--- config.mk ---
export PLATFORM = sky130hd
export DESIGN_NAME = dmi_arb_buf
export DESIGN_NICKNAME = d
export VERILOG_FILES = /design/src/rtl/dm_pkg.sv /design/src/rtl/dmi_fifo.sv /design/src/rtl/dmi_arb_buf.sv
export SDC_FILE = /design/constraint.sdc
export NUM_CORES = 1
export LEC_CHECK = 0
export BUFFER_PORTS_ARGS = -buffer_cell sky130_fd_sc_hd__buf_4
export CAP_MARGIN = 20
export CORE_UTILIZATION = 50
export DETAILED_ROUTE_END_ITERATION = 16
export PLACE_DENSITY_LB_ADDON = 0.3
export SYNTH_ARGS = -nofsm -noshare
export SYNTH_HDL_FRONTEND = slang
export SYNTH_SLANG_ARGS = --single-unit
--- constraint.sdc ---
create_clock -name clk_i -period 3.5 [get_ports clk_i]
set_input_delay 1.05 -clock clk_i [delete_from_list [all_inputs] [get_ports clk_i]]
set_output_delay 1.05 -clock clk_i [all_outputs]
set_load 0.02 [all_outputs]
--- src/rtl/dm_pkg.sv ---
// rtl/dm_pkg.sv - shared DMI request/response types and arbiter defaults
package dm;

  localparam int unsigned DmiArbReqDepth       = 4;
  localparam int unsigned DmiArbMaxOutstanding = 2;

  typedef enum logic [1:0] {
    DTM_NOP   = 2'h0,
    DTM_READ  = 2'h1,
    DTM_WRITE = 2'h2
  } dtm_op_e;

  typedef struct packed {
    logic [6:0]  addr;
    dtm_op_e     op;
    logic [31:0] data;
  } dmi_req_t;

  typedef struct packed {
    logic [31:0] data;
    logic [1:0]  resp;
  } dmi_resp_t;

endpackage

--- src/rtl/dmi_fifo.sv ---
// rtl/dmi_fifo.sv - registered synchronous FIFO with flush and keep-head option
module dmi_fifo #(
  parameter type         T     = logic,
  parameter int unsigned Depth = 4
) (
  input  logic clk_i,
  input  logic rst_ni,
  input  logic flush_i,
  input  logic keep_head_i,
  input  logic push_i,
  input  T     data_i,
  input  logic pop_i,
  output T     data_o,
  output logic full_o,
  output logic empty_o
);

  localparam int unsigned PtrW = (Depth > 1) ? $clog2(Depth) : 1;
  localparam int unsigned CntW = $clog2(Depth + 1);

  T                mem_q [Depth];
  logic [PtrW-1:0] rptr_q, rptr_d, wptr_q, wptr_d;
  logic [CntW-1:0] cnt_q, cnt_d;
  logic            do_push, do_pop;

  function automatic logic [PtrW-1:0] ptr_inc(input logic [PtrW-1:0] p);
    return (p == PtrW'(Depth - 1)) ? '0 : p + 1'b1;
  endfunction

  assign empty_o = (cnt_q == '0);
  assign full_o  = (cnt_q == CntW'(Depth));
  assign data_o  = mem_q[rptr_q];
  assign do_push = push_i & ~flush_i & (~full_o | pop_i);
  assign do_pop  = pop_i & ~empty_o;

  // Flush with keep_head leaves only the entry at the read pointer.
  always_comb begin
    rptr_d = rptr_q;
    wptr_d = wptr_q;
    cnt_d  = cnt_q;
    if (flush_i) begin
      if (keep_head_i && !empty_o) begin
        cnt_d  = CntW'(1);
        wptr_d = ptr_inc(rptr_q);
      end else begin
        cnt_d  = '0;
        wptr_d = rptr_q;
      end
    end else begin
      if (do_push) wptr_d = ptr_inc(wptr_q);
      if (do_pop)  rptr_d = ptr_inc(rptr_q);
      cnt_d = cnt_q + CntW'(do_push) - CntW'(do_pop);
    end
  end

  always_ff @(posedge clk_i or negedge rst_ni) begin
    if (!rst_ni) begin
      rptr_q <= '0;
      wptr_q <= '0;
      cnt_q  <= '0;
    end else begin
      rptr_q <= rptr_d;
      wptr_q <= wptr_d;
      cnt_q  <= cnt_d;
    end
  end

  always_ff @(posedge clk_i) begin
    if (do_push) mem_q[wptr_q] <= data_i;
  end

endmodule

--- src/rtl/dmi_arb_buf.sv ---
// rtl/dmi_arb_buf.sv - N-channel DMI round-robin arbiter with request FIFOs and tag-routed responses
module dmi_arb_buf
  import dm::*;
#(
  parameter  int unsigned NrChannels     = 2,
  parameter  int unsigned ReqDepth       = DmiArbReqDepth,
  parameter  int unsigned MaxOutstanding = DmiArbMaxOutstanding,
  localparam int unsigned ChW            = (NrChannels > 1) ? $clog2(NrChannels) : 1,
  localparam int unsigned OutW           = $clog2(MaxOutstanding + 1)
) (
  input  logic                  clk_i,
  input  logic                  rst_ni,
  input  logic                  clear_i,
  input  dmi_req_t              req_i [NrChannels],
  input  logic [NrChannels-1:0] req_valid_i,
  output logic [NrChannels-1:0] req_ready_o,
  output dmi_resp_t             resp_o,
  output logic [NrChannels-1:0] resp_valid_o,
  input  logic [NrChannels-1:0] resp_ready_i,
  output dmi_req_t              core_dmi_req_o,
  output logic                  core_dmi_valid_o,
  input  logic                  core_dmi_ready_i,
  input  dmi_resp_t             core_dmi_resp_i,
  input  logic                  core_dmi_valid_i,
  output logic                  core_dmi_ready_o,
  output logic [OutW-1:0]       outstanding_o
);

  typedef logic [ChW-1:0] ch_t;

  dmi_req_t              head [NrChannels];
  logic [NrChannels-1:0] empty, full, push, pop, keep;
  ch_t                   rr_q, rr_d, lock_ch_q, grant, tag_head;
  logic                  lock_q, arb_valid, req_hs, resp_hs, tag_empty, tag_full;
  logic [OutW-1:0]       out_q, out_d;

  for (genvar k = 0; k < NrChannels; k++) begin : g_req
    assign push[k] = req_valid_i[k] & ~full[k];
    assign pop[k]  = req_hs & (grant == ch_t'(k));
    // A presented-but-unaccepted head must survive a clear.
    assign keep[k] = arb_valid & ~core_dmi_ready_i & (grant == ch_t'(k));

    dmi_fifo #(.T(dmi_req_t), .Depth(ReqDepth)) u_req_fifo (
      .clk_i      (clk_i),
      .rst_ni     (rst_ni),
      .flush_i    (clear_i),
      .keep_head_i(keep[k]),
      .push_i     (push[k]),
      .data_i     (req_i[k]),
      .pop_i      (pop[k]),
      .data_o     (head[k]),
      .full_o     (full[k]),
      .empty_o    (empty[k])
    );
  end

  assign req_ready_o = ~full;

  // A locked grant holds the presented request steady until the DM takes it.
  always_comb begin
    int c;
    c         = 0;
    grant     = lock_ch_q;
    arb_valid = lock_q;
    if (!lock_q) begin
      for (int i = 0; i < int'(NrChannels); i++) begin
        c = int'(rr_q) + i;
        if (c >= int'(NrChannels)) c = c - int'(NrChannels);
        if (!arb_valid && !tag_full && !empty[ch_t'(c)]) begin
          arb_valid = 1'b1;
          grant     = ch_t'(c);
        end
      end
    end
  end

  assign req_hs           = arb_valid & core_dmi_ready_i;
  assign core_dmi_valid_o = arb_valid;
  assign core_dmi_req_o   = arb_valid ? head[grant] : '0;

  always_comb begin
    rr_d = rr_q;
    if (req_hs) rr_d = (grant == ch_t'(NrChannels - 1)) ? '0 : grant + 1'b1;
  end

  dmi_fifo #(.T(ch_t), .Depth(MaxOutstanding)) u_tag_fifo (
    .clk_i      (clk_i),
    .rst_ni     (rst_ni),
    .flush_i    (1'b0),
    .keep_head_i(1'b0),
    .push_i     (req_hs),
    .data_i     (grant),
    .pop_i      (resp_hs),
    .data_o     (tag_head),
    .full_o     (tag_full),
    .empty_o    (tag_empty)
  );

  assign resp_o           = core_dmi_resp_i;
  assign core_dmi_ready_o = ~tag_empty & resp_ready_i[tag_head];
  assign resp_hs          = core_dmi_valid_i & core_dmi_ready_o;

  always_comb begin
    resp_valid_o = '0;
    for (int k = 0; k < int'(NrChannels); k++) begin
      resp_valid_o[k] = core_dmi_valid_i & ~tag_empty & (tag_head == ch_t'(k));
    end
  end

  assign out_d         = out_q + OutW'(req_hs) - OutW'(resp_hs);
  assign outstanding_o = out_q;

  always_ff @(posedge clk_i or negedge rst_ni) begin
    if (!rst_ni) begin
      rr_q      <= '0;
      lock_q    <= 1'b0;
      lock_ch_q <= '0;
      out_q     <= '0;
    end else begin
      rr_q      <= rr_d;
      lock_q    <= arb_valid & ~core_dmi_ready_i;
      lock_ch_q <= grant;
      out_q     <= out_d;
    end
  end

  a_resp_has_tag: assert property (@(posedge clk_i) disable iff (!rst_ni)
    core_dmi_valid_i |-> !tag_empty);

endmodule

==> results.sh, run 1 <==
export IMPL_postLayoutCellArea_um2=17000
export IMPL_drt_via_density=5.53
export IMPL_grt_overflow_total=0
export IMPL_antenna_diode_count=0
export IMPL_postPlaceCellArea_um2=15700
export IMPL_critical_path_max_stage_delay_ns=0.45
export IMPL_asyncSetResetFlopFracSynth_pct=6.52
export IMPL_htree_num_levels=2
export IMPL_synth_enable_flop_cells=330
export IMPL_worst_ep_arrival_time_ns=2.34
export IMPL_insertion_delay_ns=0.53
export IMPL_worst_path_max_delay_cell="sky130_fd_sc_hd__dfrtp_1"
export IMPL_vias=7206
export IMPL_layout_commonest_cell="sky130_fd_sc_hd__edfxtp_1"
export IMPL_yosys_mux_area_fraction_pct=14.2
export IMPL_synthXorXnorAreaFrac_pct=0.553
export IMPL_fin_tns_setup_ns=0
export IMPL_crit_path_start_kind="register"
export IMPL_dp_hpwl_um=18900
export IMPL_detail_route_antenna_nets=0
export IMPL_clkSinkCount=353
export IMPL_synth_top_family_by_area="multiplexers"
export IMPL_clock_fmax_ghz=0.295
export IMPL_total_routed_wirelength_um=29900
export IMPL_antenna_violations_before_repair=0
export IMPL_cell_chosen_for_the_clock_root="sky130_fd_sc_hd__clkbuf_16"
export IMPL_mappedNetlistArea_um2=14300
export IMPL_postSynthNetCount=908
export IMPL_final_layout_size_suffix_gt1_share_pct=36.3
export IMPL_drcViolationCount=0
export IMPL_place_worst_setup_slack_ns=0.376
export IMPL_p_total_mw=15.3
export IMPL_die_h_um=171
export IMPL_skew_ns=0.0229
export IMPL_rsz0062_at_grt="yes"
export IMPL_maximum_number_of_pins_on_one_net_before_global_route_repair=34
export IMPL_drt_pass1_iterations=5
export IMPL_worst_ep_required_time_ns=2.45
export IMPL_finalNetCount=1046
export IMPL_type_of_destination_of_the_critical_path="output pin"
export IMPL_power_per_cell_area_nw_per_um2=901
export IMPL_floorplan_initialDensity_pct=51.1
export IMPL_max_clock_path_buffers=3
export IMPL_i_o_pin_count=208
export IMPL_synthCells=763
export IMPL_grt_first_pass_wirelength_um=45100
export IMPL_yosys_area_share_adder_pct=1.86
export IMPL_slew_headroom_pct=57.7
export IMPL_globalRouteTotalUtil_pct=21.3
export IMPL_timing_final_setup_violations=0
export IMPL_layout_utilization_pct=61.0
export IMPL_synth_cell_types=43
export IMPL_wire_per_inst_um=22.9
export IMPL_final_max_slew_violation_count=0
export IMPL_area_delta_synth_final_pct=19.4
export IMPL_yosys_register_bits=353
export IMPL_numCtsBuffers=37
export IMPL_fp_dieW_um=171
export IMPL_worst_ir_drop_vdd_uv=738
export IMPL_timing_critical_path_cells="nor3_4, nor3_2, o2bb2ai_4, buf_6, nand2_1, a21oi_1, buf_4"
export IMPL_synth_avg_cell_area_um2=18.7
export IMPL_tightestPinTransition_ns=0.635
export IMPL_final_hold_violation_count=0
export IMPL_drtIter0Drc=656
export IMPL_floorplan_core_area_um2=27900
export IMPL_crit_share_post_route_pct=96.8
export IMPL_clk_transition_reported_paths_ns=0.06
export IMPL_synthFlopType="sky130_fd_sc_hd__edfxtp_1"
export IMPL_ys_seq_area_share_pct=73.5
export IMPL_status="finished clean"
export IMPL_final_cell_mix="sky130_fd_sc_hd__edfxtp_1, sky130_fd_sc_hd__buf_4, sky130_fd_sc_hd__nand2_1"
export IMPL_die_outline_area_um2=29200
export IMPL_rows=61
export IMPL_via_count_of_the_first_global_routing_pass=7481
export IMPL_static_leakage_power_nw=6.05
export IMPL_synth_yosys_warnings=0
export IMPL_portBuffers=139
export IMPL_cp_max_fo=22
export IMPL_synth_area_in_compound_gates_pct=2.09
export IMPL_max_cap_viol_count=0
export IMPL_fin_crit_ns=3.39
export IMPL_post_route_worst_setup_slack_ns=0.111
export IMPL_worstSetupPathType="register to output pin"
export IMPL_min_delay_path_class="input port to asynchronous set/reset pin"
export IMPL_synth_simple_gate_area_share_pct=4.30
export IMPL_cts_tree="done"
export IMPL_globalplace_congestion=0.742
[worst paths after layout]
path | start | endpoint | slack [ns] | depth (start not counted)
worst max-delay path | g_req[1].u_req_fifo.cnt_q[0] | core_dmi_req_o[23] | 0.11 | 7
worst min-delay path | rst_ni | g_req[1].u_req_fifo.cnt_q[1] | 0.41 | 1
worst max register to register | g_req[0].u_req_fifo.cnt_q[2] | g_req[0].u_req_fifo.cnt_q[2] | 0.62 | 15
worst min register to register | u_tag_fifo.rptr_q | u_tag_fifo.rptr_q | 0.50 | 1
max in group asynchronous | rst_ni | g_req[0].u_req_fifo.rptr_q[0] | 2.83 | 1
min in group clk_i | u_tag_fifo.rptr_q | u_tag_fifo.rptr_q | 0.50 | 1
[area by class of cell]
| class | count | area (um2) |
|---|---|---|
| fill | 2046 | 10900 |
| tap | 378 | 473 |
| multi-input combinational | 318 | 3340 |
| clock buffer | 44 | 973 |
| inverter | 22 | 85.1 |
| clock inverter | 18 | 215 |
| timing repair buffer | 169 | 1450 |
| sequential | 353 | 10500 |
[critical path: cells and delay by family (launching register included)]
| family | cells | cell delay [ns] |
|---|---|---|
| simple gates | 3 | 0.48 |
| flops | 1 | 0.45 |
| compound gates | 2 | 0.43 |
| buf+inv | 2 | 0.43 |
[logic make-up (layout without fill, tap and decap cells)]
| kind of cell | count (synthesis) | count (layout) |
|---|---|---|
| multiplexers | 99 | 99 |
| XOR/XNOR | 9 | 9 |
| AND/OR/NAND/NOR | 135 | 135 |
| buffers and inverters | 92 | 253 |
| adder cells (fa/ha/maj) | 20 | 20 |
| flip-flops | 353 | 353 |
| AO/OA/AOI/OAI | 55 | 55 |
[stage by stage]
step | hold WS, ns | instances
final | 0.410 | 1302
after global routing | 0.419 | 1302
after CTS | 0.407 | 1302
after detailed placement | 0.489 | 1237
after global placement | 0.482 | 1237
after floorplan | 0.466 | 763
[per-layer routing]
layer / up-vias / part of all wire, % / GRT usage, % / routed length [um]
li1: 3210 / - / - / -
met1: 3687 / 42 / 29.0 / 12600
met2: 244 / 48 / 34.1 / 14200
met3: 65 / 7.7 / 5.32 / 2290
met4: 0 / 2.6 / 6.44 / 785
met5: - / 0 / 0 / 0
[synthesized netlist by cell type, drive strengths merged, types with 2 or more instances]
master / instances / share of area, %
xor2: 2 / 0.12
fa: 2 / 0.28
o211ai: 2 / 0.11
mux2i: 12 / 0.84
inv: 22 / 0.60
xnor2: 7 / 0.43
o21ai: 3 / 0.11
or2: 2 / 0.088
mux4: 82 / 13
buf: 49 / 2.4
or3: 2 / 0.088
dfrtp: 23 / 4.0
nor3: 11 / 0.50
a21oi: 44 / 1.5
mux2: 5 / 0.39
edfxtp: 330 / 69
and2: 9 / 0.39
nor2: 17 / 0.45
clkbuf: 21 / 0.55
ha: 18 / 1.6
nand2: 87 / 2.3
[registers in the layout, summed over array words and instances (netlist names)]
name / flops
u_tag_fifo.rptr_q: 1
u_tag_fifo.wptr_q: 1
rr_q: 1
g_req.u_req_fifo.cnt_q: 6
g_req.u_req_fifo.mem_q: 328
outstanding_o: 2
g_req.u_req_fifo.rptr_q: 4
g_req.u_req_fifo.wptr_q: 4
lock_ch_q: 1
lock_q: 1
u_tag_fifo.cnt_q: 2
u_tag_fifo.mem_q: 2
[power breakdown]
part           switching [mW]  total [mW]  internal, mW
Combinational            3.26        5.90          2.64
Sequential              0.429        5.62          5.19
Clock                    1.54        3.83          2.29
[repair_timing]
action,in CTS,in global routing
endpoints found under the setup margin,38,34
hold buffers,0,0
resized for setup,3,7
buffers inserted,3,0
pin swaps,1,0
No activity file was read; power rests on OpenSTA's default activity.
==> run 2: changes to the inputs <==
Clock period 3.5 ns to 4 ns, I/O delays scaled along.
==> run 2 against run 1 <==
Sequential cell count stayed put. Routed wire length is 0.22% higher. First-iteration DRC count is 32% lower. Total power is 13% lower. Non-clock buffer count is 9 lower. Critical endpoint is now core_dmi_req_o[8]. Largest cell class unchanged.
==> results.sh, run 2 (synthesis results as in run 1) <==
export IMPL_status="finished clean"
export IMPL_antenna_diode_count=0
export IMPL_cts_hold_buf=0
export IMPL_reg_largest_list="g_req.u_req_fifo.mem_q: 328 flops, g_req.u_req_fifo.cnt_q: 6 flops"
export IMPL_crit_share_post_route_pct=95.4
export IMPL_finalNetCount=1038
export IMPL_insertion_delay_ns=0.52
export IMPL_static_leakage_power_nw=6.02
export IMPL_tightestPinTransition_ns=0.796
export IMPL_worst_ep_arrival_time_ns=2.62
export IMPL_min_delay_path_class="register to register"
export IMPL_drt_via_density=5.61
export IMPL_antenna_violations_before_repair=1
export IMPL_post_place_cells=1231
export IMPL_power_per_cell_area_nw_per_um2=790
export IMPL_finalHoldWorstSlack_ns=0.499
export IMPL_wire_per_inst_um=23.0
export IMPL_cts_tree="done"
export IMPL_slew_headroom_pct=46.9
export IMPL_grt_first_pass_wirelength_um=44900
export IMPL_final_layout_size_suffix_gt1_share_pct=35.2
export IMPL_largest_register="g_req.u_req_fifo.mem_q"
export IMPL_layout_commonest_cell="sky130_fd_sc_hd__edfxtp_1"
export IMPL_fin_tns_setup_ns=0
export IMPL_max_clock_path_buffers=3
export IMPL_drtIter0Drc=448
export IMPL_final_hold_violation_count=0
export IMPL_type_of_destination_of_the_critical_path="output pin"
export IMPL_rows=61
export IMPL_worst_ir_drop_vdd_uv=496
export IMPL_i_o_pin_count=208
export IMPL_maximum_number_of_pins_on_one_net_before_global_route_repair=42
export IMPL_globalplace_congestion=0.751
export IMPL_grt_overflow_total=0
export IMPL_fp_dieW_um=171
export IMPL_final_max_slew_violation_count=0
export IMPL_layout_utilization_pct=60.8
export IMPL_dp_hpwl_um=19300
export IMPL_drcViolationCount=0
export IMPL_p_total_mw=13.4
export IMPL_die_h_um=171
export IMPL_die_outline_area_um2=29200
export IMPL_portBuffers=139
export IMPL_area_delta_synth_final_pct=19.1
export IMPL_vias=7294
export IMPL_cell_chosen_for_the_clock_root="sky130_fd_sc_hd__clkbuf_16"
export IMPL_worstSetupPathType="register to output pin"
export IMPL_max_cap_viol_count=0
export IMPL_clkSinkCount=353
export IMPL_floorplan_initialDensity_pct=51.1
export IMPL_stdcell_count=1301
export IMPL_clock_fmax_ghz=0.262
export IMPL_via_count_of_the_first_global_routing_pass=7760
export IMPL_numCtsBuffers=38
export IMPL_skew_ns=0.0135
export IMPL_htree_num_levels=2
export IMPL_fin_crit_ns=3.82
export IMPL_floorplan_core_area_um2=27900
export IMPL_crit_path_start_kind="register"
export IMPL_rsz0062_at_grt="no"
export IMPL_worst_ep_required_time_ns=2.80
export IMPL_timing_final_setup_violations=0
export IMPL_detail_route_antenna_nets=0
export IMPL_final_cell_mix="sky130_fd_sc_hd__edfxtp_1, sky130_fd_sc_hd__buf_4, sky130_fd_sc_hd__nand2_1"
export IMPL_drt_pass1_iterations=5
export IMPL_cp_max_fo=16
export IMPL_total_routed_wirelength_um=29900
export IMPL_globalRouteTotalUtil_pct=21.2
export IMPL_clk_transition_reported_paths_ns=0.06
export IMPL_largest_register_ffs=328
==> run 2: cell types whose count changed in the layout (fill, tap and decap cells not counted), sizes merged <==
cell and delta:
buf -9, clkinv +8, clkinvlp -1, inv -1, bufinv +2
==> run 2: power by group <==
group,leakage (nW),switching [mW],total [mW],internal (mW)
Combinational,2.12,2.71,4.86,2.16
Clock,0.629,1.39,3.57,2.18
Sequential,3.27,0.450,4.99,4.54
==> run 2: layout make-up <==
type | instances | area, um2
Sequential cell | 353 | 10500
Tap cell | 378 | 473
Inverter | 22 | 86.3
Clock inverter | 26 | 300
Timing Repair Buffer | 160 | 1330
Clock buffer | 44 | 995
Fill cell | 2052 | 10900
Multi-Input combinational cell | 318 | 3310
==> run 2: timing repair <==
item,4_1_cts,5_1_grt
gates resized for setup,0,3
setup buffers,0,0
endpoints found under the setup margin,0,26
endpoints found under the hold margin,0,0
==> run 2: worst max-delay path, cell delays in order (launching register included) <==
cell and delay (ns):
sky130_fd_sc_hd__dfrtp_1 0.45, sky130_fd_sc_hd__nor3_4 0.37, sky130_fd_sc_hd__nor3_1 0.13, sky130_fd_sc_hd__o2bb2ai_4 0.16, sky130_fd_sc_hd__clkinv_2 0.22, sky130_fd_sc_hd__buf_4 0.33
sky130_fd_sc_hd__nand2_1 0.09, sky130_fd_sc_hd__a21oi_1 0.18, sky130_fd_sc_hd__buf_4 0.17
==> run 2: worst paths after layout <==
kind | to | cells past startpoint | startpoint | slack, ns
min in group asynchronous | outstanding_o[0] | 1 | rst_ni | 0.57
max in group asynchronous | g_req[1].u_req_fifo.rptr_q[0] | 1 | rst_ni | 3.16
setup reg to reg | g_req[0].u_req_fifo.cnt_q[2] | 14 | g_req[1].u_req_fifo.cnt_q[2] | 0.73
hold reg to reg | u_tag_fifo.rptr_q | 1 | u_tag_fifo.rptr_q | 0.50
hold / removal | u_tag_fifo.rptr_q | 1 | u_tag_fifo.rptr_q | 0.50
setup / recovery | core_dmi_req_o[8] | 8 | g_req[0].u_req_fifo.cnt_q[1] | 0.18
==> run 2: stage by stage <==
step / setup WS (ns) / instance area (um2)
2_1_floorplan: 0.920 / 14300
3_3_place_gp: 0.674 / 15700
3_5_place_dp: 0.605 / 15700
4_1_cts: 0.0451 / 17000
5_1_grt: 0.00472 / 17000
6_report: 0.185 / 17000
==> run 2: routing by layer <==
layer | wire [um] | global-route usage, %
met1 | 12200 | 27.3
met4 | 875 | 7.53
met3 | 2020 | 4.83
met5 | 9 | 0
met2 | 14800 | 35.5
==> run 3: changes to the inputs <==
Settings changed: BUFFER_PORTS_ARGS -buffer_cell sky130_fd_sc_hd__buf_4 to unset, DONT_BUFFER_PORTS set to 1.
==> run 3 against run 2 <==
Fmax up 3.1%. Final area down 5.1%. Global-route usage down 0.53 points. Sequential share of layout area up 3.3 points. First-iteration DRC count up 19%. Clock power down 9.2%. Clock skew up 0.0033 ns. Core utilization down 3.1 points. Non-clock buffer count down 98. Total power down 3.4%. Sequential power about the same. Critical path type unchanged.
==> results.sh, run 3 (synthesis results as in run 1) <==
export IMPL_total_routed_wirelength_um=29200
export IMPL_drtIter0Drc=531
export IMPL_timing_final_setup_violations=0
export IMPL_cts_hold_buf=0
export IMPL_vias=6865
export IMPL_cp_max_fo=20
export IMPL_crit_path_start_kind="register"
export IMPL_grt_overflow_total=0
export IMPL_clkSinkCount=353
export IMPL_globalRouteTotalUtil_pct=20.7
export IMPL_cts_tree="done"
export IMPL_final_hold_violation_count=0
export IMPL_place_worst_setup_slack_ns=0.545
export IMPL_max_clock_path_buffers=3
export IMPL_fp_dieW_um=171
export IMPL_p_total_mw=13.0
export IMPL_detail_route_antenna_nets=0
export IMPL_worst_r2r_startpoint="g_req[0].u_req_fifo.cnt_q[1]"
export IMPL_area_delta_synth_final_pct=13.0
export IMPL_numCtsBuffers=36
export IMPL_type_of_destination_of_the_critical_path="output pin"
export IMPL_fin_tns_setup_ns=0
export IMPL_insertion_delay_ns=0.50
export IMPL_worst_ep_required_time_ns=2.80
export IMPL_wire_per_inst_um=24.5
export IMPL_dp_hpwl_um=19000
export IMPL_grt_first_pass_wirelength_um=43800
export IMPL_drt_via_density=5.74
export IMPL_htree_num_levels=2
export IMPL_die_h_um=171
export IMPL_slew_headroom_pct=51.8
export IMPL_final_cell_mix="sky130_fd_sc_hd__edfxtp_1, sky130_fd_sc_hd__nand2_1, sky130_fd_sc_hd__mux4_2"
export IMPL_postLayoutCellArea_um2=16100
export IMPL_min_delay_path_class="input port to asynchronous set/reset pin"
export IMPL_tightestPinTransition_ns=0.724
export IMPL_clk_transition_reported_paths_ns=0.06
export IMPL_drcViolationCount=0
export IMPL_postPlaceCellArea_um2=14900
export IMPL_portBuffers=0
export IMPL_die_outline_area_um2=29200
export IMPL_drt_pass1_iterations=5
export IMPL_floorplan_initialDensity_pct=51.1
export IMPL_fin_crit_ns=3.70
export IMPL_worstSetupPathType="register to output pin"
export IMPL_crit_share_post_route_pct=92.5
export IMPL_finalHoldWorstSlack_ns=0.388
export IMPL_antenna_diode_count=0
export IMPL_skew_ns=0.0168
export IMPL_final_max_slew_violation_count=0
export IMPL_regToRegSetupSlack_ns=0.85
export IMPL_post_route_worst_setup_slack_ns=0.301
export IMPL_max_cap_viol_count=0
export IMPL_globalplace_congestion=0.758
export IMPL_rsz0062_at_grt="no"
export IMPL_worst_ir_drop_vdd_uv=625
export IMPL_cell_chosen_for_the_clock_root="sky130_fd_sc_hd__clkbuf_16"
export IMPL_worst_ep_arrival_time_ns=2.50
export IMPL_ff2ff_path_depth=14
export IMPL_maximum_number_of_pins_on_one_net_before_global_route_repair=31
export IMPL_largest_register_ffs=328
export IMPL_final_layout_size_suffix_gt1_share_pct=27.1
export IMPL_clock_fmax_ghz=0.270
export IMPL_i_o_pin_count=208
export IMPL_floorplan_core_area_um2=27900
export IMPL_antenna_violations_before_repair=0
export IMPL_reg_largest_list="g_req.u_req_fifo.mem_q: 328 flops, g_req.u_req_fifo.cnt_q: 6 flops"
export IMPL_finalNetCount=938
export IMPL_rr_endpoint="g_req[0].u_req_fifo.cnt_q[2]"
export IMPL_largest_register="g_req.u_req_fifo.mem_q"
export IMPL_rows=61
export IMPL_layout_commonest_cell="sky130_fd_sc_hd__edfxtp_1"
export IMPL_static_leakage_power_nw=5.49
export IMPL_power_per_cell_area_nw_per_um2=804
export IMPL_status="finished clean"
export IMPL_via_count_of_the_first_global_routing_pass=7371
run 3: changes by cell type in the layout (fill, tap and decap cells not counted), sizes merged:
cell,before,now
clkinv,19,15
bufinv,6,4
clkbuf,44,42
buf,160,62
run 3: final cells by class:
cell class                      instances  area (um2)
Tap cell                              378         473
Clock buffer                           42         955
Inverter                               22        85.1
Fill cell                            2084       11800
Clock inverter                         20         195
Timing Repair Buffer                   62         603
Sequential cell                       353       10500
Multi-Input combinational cell        318        3310
run 3: timing repair:
action	in CTS	in global routing
resized for setup	1	0
pin swaps	0	1
setup buffers	0	2
endpoints found under the setup margin	1	23
run 3: worst max path at each step:
| stage | from | end | slack [ns] | cells after the start |
|---|---|---|---|---|
| final | g_req[0].u_req_fifo.cnt_q[1] | core_dmi_req_o[33] | 0.30 | 8 |
| after global routing | g_req[0].u_req_fifo.cnt_q[1] | core_dmi_req_o[29] | 0.08 | 8 |
| after CTS | g_req[1].u_req_fifo.cnt_q[1] | core_dmi_req_o[18] | 0.09 | 7 |
| after detailed placement | u_tag_fifo.cnt_q[1] | core_dmi_req_o[18] | 0.55 | 7 |
| after global placement | u_tag_fifo.cnt_q[1] | core_dmi_req_o[10] | 0.71 | 7 |
| after floorplan | g_req[0].u_req_fifo.cnt_q[1] | core_dmi_req_o[10] | 0.92 | 7 |
run 3: worst max-delay path, stage by stage, from the launching register on:
cell and delay (ns):
sky130_fd_sc_hd__dfrtp_1 0.46, sky130_fd_sc_hd__nor3_4 0.38, sky130_fd_sc_hd__nor3_1 0.13, sky130_fd_sc_hd__o2bb2ai_4 0.20
sky130_fd_sc_hd__inv_2 0.09, sky130_fd_sc_hd__buf_4 0.28, sky130_fd_sc_hd__nand2_1 0.10, sky130_fd_sc_hd__a21oi_1 0.17
sky130_fd_sc_hd__buf_4 0.17
run 3: power breakdown:
part | internal [mW] | switching (mW) | total (mW)
clock network | 1.96 | 1.29 | 3.24
logic | 2.09 | 2.65 | 4.74
registers | 4.54 | 0.436 | 4.98
run 3: routing by layer:
metal	GRT usage, %	part of all wire, %	vias to the layer above
met2	34.4	49	250
met5	0	0	-
met3	6.71	9.7	76
met4	7.38	2.9	0
li1	-	-	2988
met1	25.4	38	3551
run 3: through the flow:
| step | instances | util [%] |
|---|---|---|
| global route | 1195 | 57.7 |
| global placement | 1131 | 53.5 |
| floorplan | 763 | - |
| detailed placement | 1131 | 53.5 |
| finish | 1195 | 57.7 |
| CTS | 1193 | 57.6 |
